===== src/rtl/game_input_arbiter.sv =====
// Control-input front end: per-channel stability filter, fixed-priority or last-active
// ownership arbitration, registered command outputs, and end-game key pulse synchroniser.
// Optional hold-on-loss timeout is enabled by defining INPUT_TIMEOUT_EN.
module game_input_arbiter #(
  parameter int unsigned NUM_CH      = 3,
  parameter int unsigned HOLD_CYCLES = 16,
  parameter int unsigned TIMEOUT     = 1000000,
  parameter int unsigned CW          = 20
) (
  input  logic                  clock,
  input  logic                  resetn,
  input  logic [NUM_CH-1:0]     ch_valid,
  input  logic [4*NUM_CH-1:0]   ch_cmd,
  input  logic                  mode,
  input  logic                  end_req_n,
  output logic                  forward,
  output logic                  backward,
  output logic [1:0]            turn,
  output logic                  cmd_valid,
  output logic [NUM_CH-1:0]     owner,
  output logic                  end_pulse
);

  localparam int unsigned CNTW = $clog2(HOLD_CYCLES + 1);

  logic [CNTW-1:0]   cnt_q [NUM_CH];
  logic [CNTW-1:0]   cnt_d [NUM_CH];
  logic [3:0]        cmd_q [NUM_CH];
  logic [3:0]        cmd_d [NUM_CH];
  logic [NUM_CH-1:0] qual_q, qual_d, qual_prev_q;
  logic [NUM_CH-1:0] rise_c;
  logic [NUM_CH-1:0] owner_q, owner_d;
  logic [3:0]        own_cmd_c;
  logic [3:0]        out_q, out_d;
  logic              valid_q, valid_d;
  logic              sync1_q, sync2_q, hist_q, pulse_q;

  function automatic logic [NUM_CH-1:0] lowest(input logic [NUM_CH-1:0] v);
    logic [NUM_CH-1:0] r;
    r = '0;
    for (int unsigned i = 0; i < NUM_CH; i++) begin
      if (v[i] && (r == '0)) r[i] = 1'b1;
    end
    return r;
  endfunction

  // Stability filter: a channel qualifies after HOLD_CYCLES identical valid samples
  always_comb begin
    for (int unsigned i = 0; i < NUM_CH; i++) begin
      cnt_d[i]  = cnt_q[i];
      cmd_d[i]  = cmd_q[i];
      if (!ch_valid[i]) begin
        cnt_d[i] = '0;
      end else if (ch_cmd[4*i +: 4] != cmd_q[i]) begin
        cmd_d[i] = ch_cmd[4*i +: 4];
        cnt_d[i] = CNTW'(1);
      end else if (cnt_q[i] != CNTW'(HOLD_CYCLES)) begin
        cnt_d[i] = cnt_q[i] + CNTW'(1);
      end
      qual_d[i] = (cnt_d[i] == CNTW'(HOLD_CYCLES));
    end
  end

  assign rise_c = qual_q & ~qual_prev_q;

  // Ownership: mode 0 fixed priority, mode 1 newest qualified channel wins
  always_comb begin
    owner_d = owner_q;
    if (!mode) begin
      owner_d = lowest(qual_q);
    end else if ((owner_q & qual_q) != '0) begin
      if ((rise_c & ~owner_q) != '0) owner_d = lowest(rise_c & ~owner_q);
    end else if (rise_c != '0) begin
      owner_d = lowest(rise_c);
    end else begin
      owner_d = lowest(qual_q);
    end
  end

  always_comb begin
    own_cmd_c = 4'b0000;
    for (int unsigned i = 0; i < NUM_CH; i++) begin
      if (owner_d[i]) own_cmd_c = cmd_q[i];
    end
  end

`ifdef INPUT_TIMEOUT_EN
  logic [CW-1:0] tmo_q, tmo_d;

  // Hold the last command for TIMEOUT cycles after ownership is lost
  always_comb begin
    out_d   = out_q;
    valid_d = valid_q;
    tmo_d   = tmo_q;
    if (owner_d != '0) begin
      out_d   = own_cmd_c;
      valid_d = 1'b1;
      tmo_d   = '0;
    end else if (tmo_q == CW'(TIMEOUT)) begin
      out_d   = 4'b0000;
      valid_d = 1'b0;
      tmo_d   = '0;
    end else if (tmo_q != '0) begin
      tmo_d = tmo_q + CW'(1);
    end else if (valid_q) begin
      tmo_d = CW'(1);
    end
  end

  always_ff @(posedge clock or negedge resetn) begin
    if (!resetn) tmo_q <= '0;
    else         tmo_q <= tmo_d;
  end
`else
  logic unused_tmo_cfg_c;
  assign unused_tmo_cfg_c = ^CW'(TIMEOUT);

  always_comb begin
    out_d   = 4'b0000;
    valid_d = 1'b0;
    if (owner_d != '0) begin
      out_d   = own_cmd_c;
      valid_d = 1'b1;
    end
  end
`endif

  always_ff @(posedge clock or negedge resetn) begin
    if (!resetn) begin
      for (int unsigned i = 0; i < NUM_CH; i++) begin
        cnt_q[i] <= '0;
        cmd_q[i] <= '0;
      end
      qual_q      <= '0;
      qual_prev_q <= '0;
      owner_q     <= '0;
      out_q       <= 4'b0000;
      valid_q     <= 1'b0;
    end else begin
      for (int unsigned i = 0; i < NUM_CH; i++) begin
        cnt_q[i] <= cnt_d[i];
        cmd_q[i] <= cmd_d[i];
      end
      qual_q      <= qual_d;
      qual_prev_q <= qual_q;
      owner_q     <= owner_d;
      out_q       <= out_d;
      valid_q     <= valid_d;
    end
  end

  // End-game key: two-flop synchroniser, history flop, registered falling-edge pulse
  always_ff @(posedge clock or negedge resetn) begin
    if (!resetn) begin
      sync1_q <= 1'b1;
      sync2_q <= 1'b1;
      hist_q  <= 1'b1;
      pulse_q <= 1'b0;
    end else begin
      sync1_q <= end_req_n;
      sync2_q <= sync1_q;
      hist_q  <= sync2_q;
      pulse_q <= hist_q & ~sync2_q;
    end
  end

  assign forward   = out_q[3];
  assign backward  = out_q[2];
  assign turn      = out_q[1:0];
  assign cmd_valid = valid_q;
  assign owner     = owner_q;
  assign end_pulse = pulse_q;

endmodule

===== config.mk =====
export PLATFORM = sky130hd
export DESIGN_NAME = game_input_arbiter
export DESIGN_NICKNAME = d
export VERILOG_FILES = /design/src/rtl/game_input_arbiter.sv
export SDC_FILE = /design/constraint.sdc
export NUM_CORES = 1
export LEC_CHECK = 0
export ABC_AREA = 1
export CORE_ASPECT_RATIO = 0.75
export CORE_UTILIZATION = 59
export DETAILED_ROUTE_END_ITERATION = 12
export PLACE_DENSITY = 0.84
export SYNTH_ARGS = -nofsm -noshare
export SYNTH_HDL_FRONTEND = slang
export SYNTH_SLANG_ARGS = --single-unit
export TNS_END_PERCENT = 100

===== constraint.sdc =====
create_clock -name clock -period 2.4 [get_ports clock]
set_clock_uncertainty 0.15 [all_clocks]
set_input_delay 0.48 -clock clock [delete_from_list [all_inputs] [get_ports clock]]
set_output_delay 0.48 -clock clock [all_outputs]
set_load 0.005 [all_outputs]

## Yosys cells after proc, flatten, opt, wreduce, memory -nomap -nowiden

Index checks and enable logic that the tools add are counted.
W data, S select, Z words.

- Register bits after elaboration: 45
- Bits of input ports: 19

- $add $sub $neg: 3
- Equality and inequality tests: 9
- Muxes and demuxes: 49
- Bitwise operators: 11
- Reductions and logical operators: 19

Operator list:

| operator | count |
|---|---|
| $mux W5 | 9 |
| $mux W1 | 32 |
| $mux W4 | 4 |
| $add A5 B1 Y5 const B | 3 |
| $eq A5 B5 Y1 const B | 3 |
| $ne A5 B5 Y1 const B | 3 |
| $mux W3 | 4 |
| $ne A4 B4 Y1 | 3 |
| $reduce_bool A3 Y1 | 4 |
| $and A3 B3 Y3 | 3 |
| $logic_and A1 B1 Y1 | 8 |
| $logic_not A2 Y1 | 4 |
| $not A3 Y3 | 2 |
| $reduce_and A2 Y1 | 3 |
| $not A1 Y1 | 5 |
| $and A1 B1 Y1 | 1 |

## Logic depth before layout (Yosys ltp)

- Word-level depth: 23
- Mapped depth: 11

## Worst setup path before layout

OpenSTA, ideal clock, no wires.

- Kind: input to register
- From: input ch_cmd[9]
- To: register qual_q[2]
- Arrival: 1205 ps
- Setup slack: 927 ps
- Stages on the path: 7
- Path through: xor2_1 -> nor2_1 -> nand2_1 -> nor2_1 -> nand2_1 -> a21oi_1 -> nor2_1

- Cells in the longest elaborated chain, start to end: 4

Ends and longest elaborated chain:

| what | RTL line | source |
|---|---|---|
| start, declared | 13 | `input logic [4*NUM_CH-1:0] ch_cmd,` |
| $ne A4 B4 Y1 | 54 | `end else if (ch_cmd[4*i +: 4] != cmd_q[i]) begin` |
| $mux W5 | 54 |  |
| $mux W5 | 52 | `if (!ch_valid[i]) begin` |
| $eq A5 B5 Y1 | 60 | `qual_d[i] = (cnt_d[i] == CNTW'(HOLD_CYCLES));` |
| via qual_d[2] | 30 | `logic [NUM_CH-1:0] qual_q, qual_d, qual_prev_q;` |
| end signal, assigned | 144 | `qual_q <= qual_d;` |
| end, declared | 30 |  |

The timed path passes the listed nets, and every way through them passes these cells.
A chain may end at the register's enable or synchronous reset.

## Worst setup path after layout

- From: register owner_q[0] (netlist: owner[0])
- To: output owner[0]

RTL lines:

| what | RTL line | source |
|---|---|---|
| start, declared | 32 | `logic [NUM_CH-1:0] owner_q, owner_d;` |
| start signal, assigned | 146 | `owner_q <= owner_d;` |
| end, declared | 20 | `output logic [NUM_CH-1:0] owner,` |

No word-level cell between the ends.

==> results.tsv <==
stage	metric	value	unit
clocking	cts_resized	0	
global_route	grt_first_pass_wirelength	7200	µm
die	die-width	73.6	µm
logic_synthesis	avgSynthCellArea	8.60	µm²
power_and_ir_drop	power_density	540	nW/µm²
clocking	htree_levels	2	
finish	postLayoutCoreUtil	73.8	%
routing	vias_per_cell	4.88	
timing	maxSlewHeadroom	64.6	%
place	port_buffers	27	
place	dpl.hpwl	3180	µm
worst_setup_path	worstSetupEndpoint	owner[0]	
routing	first_iter_violations	143	
timing	fmaxAchievable	0.551	GHz
logic_synthesis	ys_seq_elements	45	
timing	holdWs	0.0161	ns
clocking	holdBufCountCts	0	
timing	final.setup.worst_slack	0.585	ns
place	place_ws	0.341	ns
worst_setup_path	path_max_fanout	4	
logic_synthesis	syn_nets	289	
logic_synthesis	syn_area	2270	µm²
clocking	cts_root_buffer	clkbuf_8	
worst_setup_path	cp_num_cells	1	
routing	drc_errors	0	
worst_setup_path	slowest_stage	clkdlybuf4s50_1	
die	core-area	3660	µm²
finish	antenna_cells	0	
worst_setup_path	arrival	1.18	ns
clocking	numCtsBuffers	5	
die	die_h	55.7	µm
worst_setup_path	end_kind	primary output	
worst_setup_path	worstSetupStartpointType	flip-flop	
clocking	cts.sinks	45	
clocking	cts_tree	done	
finish	final_area	2700	µm²
global_route	antenna_found_initial	0	
clocking	insertion_delay	0.28	ns
worst_setup_path	crit_path_start	owner[0]	
outcome	status	finished clean	
die	ios	28	
power_and_ir_drop	power_frac_seq	57.3	%
finish	fin_cells	352	
finish	fin_nets	324	
routing	wl_per_cell	11.2	µm
place	gp_congestion	0.867	
logic_synthesis	synth-seq-area-share	49.8	%
worst_setup_path	critPathTopFamily	buffers and inverters	
routing	routed_wirelength	3930	µm
routing	firstDrtPassIters	4	
clocking	clockBufferDepth	2	
logic_synthesis	yosysUniqueCellTypes	25	
logic_synthesis	syn_inst	264	
timing	fin_setup_tns	0	ns
worst_setup_path	crit_type	flip-flop to primary output	
global_route	grt_pass1_vias	1661	
worst_setup_path	r2r-start	qual_q[2]	
finish	syn2layout_area_growth	19.0	%
worst_setup_path	crit_buf_inv	1	
die	start_util	62.0	%
timing	period_minus_slack	1.81	ns
power_and_ir_drop	p_leak	1.35	nW
power_and_ir_drop	p_int	1.10	mW
global_route	grt_max_degree	25	
worst_setup_path	required	1.77	ns
worst_setup_path	rr_worst_depth	8	
timing	worstMarginPinSlew	0.531	ns
power_and_ir_drop	total_power	1.46	mW
place	placed_area	2620	µm²
power_and_ir_drop	p_sw_share	24.6	%
min_path	worstHoldPathType	input port to asynchronous set/reset pin	
timing	hold_violations	0	
job	maxCapViolations	0	
worst_setup_path	rrSetupSlack	0.84	ns
worst_setup_path	cpPeakStageDelay	0.51	ns
power_and_ir_drop	p_clk_share	29.1	%
place	numPlacedInstances	344	
clocking	path_clk_slew	0.07	ns
timing	setup_violations	0	
die	rows	19	
die	die-area	4100	µm²
global_route	grt_usage	23.2	%
routing	vias	1717	
power_and_ir_drop	irDropWorstVdd	0.499	mV
clocking	postCtsSetupBuffers	0	
power_and_ir_drop	combinationalPowerShare	13.6	%
timing	rsz0062_at_grt	no	
finish	drive_gt1_share	10.0	%
worst_setup_path	r2r-end	out_q[2]	
routing	ant_nets	0	
logic_synthesis	yosys_warnings	0	
power_and_ir_drop	power_switching	0.359	mW
timing	fin_crit_sh	75.6	%
global_route	grt_overflow	0	
worst_setup_path	crit_chain	clkdlybuf4s50_1	
timing	slew_viol_final	0	
-- Yosys cell counts --
cell type,n,share of area [%]
nand3_1,37,8.2
nor3_2,2,0.88
nand3_2,2,0.88
ha_1,6,3.3
or2_2,1,0.28
nand4_1,2,0.55
nor2_4,2,0.99
o21ai_1,4,0.88
mux2_2,2,0.99
dfrtp_1,42,46
dfstp_2,3,3.5
xor2_1,17,6.6
xnor2_1,5,1.9
a21oi_1,7,1.5
o22ai_1,1,0.28
clkinv_1,2,0.33
nor3_1,1,0.22
nand2_1,62,10
nand2_2,2,0.55
nor2_1,24,4.0
inv_2,5,0.83
nand2_4,1,0.50
inv_1,32,5.3
nor2_2,1,0.28
nand3_4,1,0.77
-- flip-flops by register name (all words and copies together) (netlist names), 3 cells and up --
register     count
cmd_q           12
owner            3
qual_prev_q      3
cnt_q           15
qual_q           3
out_q            4
-- routing by layer --
layer	global-route usage [%]	vias up	wire length, µm
met2	33.4	42	1770
met5	0	-	0
li1	-	898	-
met3	5.43	4	192
met1	35.3	773	1940
met4	6.59	0	33
-- final cells by class --
| type | instances | area [µm²] |
|---|---|---|
| flip-flops and latches | 45 | 1130 |
| multi-input cells | 180 | 993 |
| fillers | 275 | 960 |
| repair buffers | 28 | 285 |
| inverters | 39 | 146 |
| clock buffers | 7 | 76.3 |
| well taps | 52 | 65.1 |
| clock inverters | 1 | 5.00 |
-- kinds of logic (layout without fill, tap and decap cells) --
logic type / after synthesis / after routing / synth area share, %
mux: 2 / 2 / 0.992
flops: 45 / 45 / 49.8
compound gates: 12 / 12 / 2.70
fa+ha+maj: 6 / 6 / 3.31
buf+inv: 39 / 75 / 6.45
xor+xnor: 22 / 22 / 8.49
simple gates: 138 / 138 / 28.3
-- power by group through the flow --
stage	registers [mW]	clock network, mW	logic (mW)
floorplan	0.841	0	0.110
detailed placement	0.848	0	0.201
global route	0.839	0.472	0.228
finish	0.835	0.424	0.198
CTS	0.834	0.438	0.201
global placement	0.847	0	0.196
-- layout by cell type, fill, tap and decap left out, drive strengths merged, types with 5 or more instances in the layout --
cell type	n
a21oi	7
clkbuf	7
clkdlybuf4s50	26
dfrtp	42
ha	6
inv	37
nand2	65
nand3	40
nor2	27
xnor2	5
xor2	17
-- worst min-delay path by stage --
| stage | end | slack (ns) | cells past startpoint |
|---|---|---|---|
| 3_3_place_gp | sync2_q | 0.20 | 0 |
| 2_1_floorplan | cmd_q[0] | 0.03 | 0 |
| 5_1_grt | qual_prev_q[2] | 0.04 | 1 |
| 6_report | qual_prev_q[2] | 0.02 | 1 |
| 4_1_cts | qual_prev_q[2] | 0.03 | 1 |
| 3_5_place_dp | sync2_q | 0.20 | 0 |
Power figures use the tool's default switching activity.
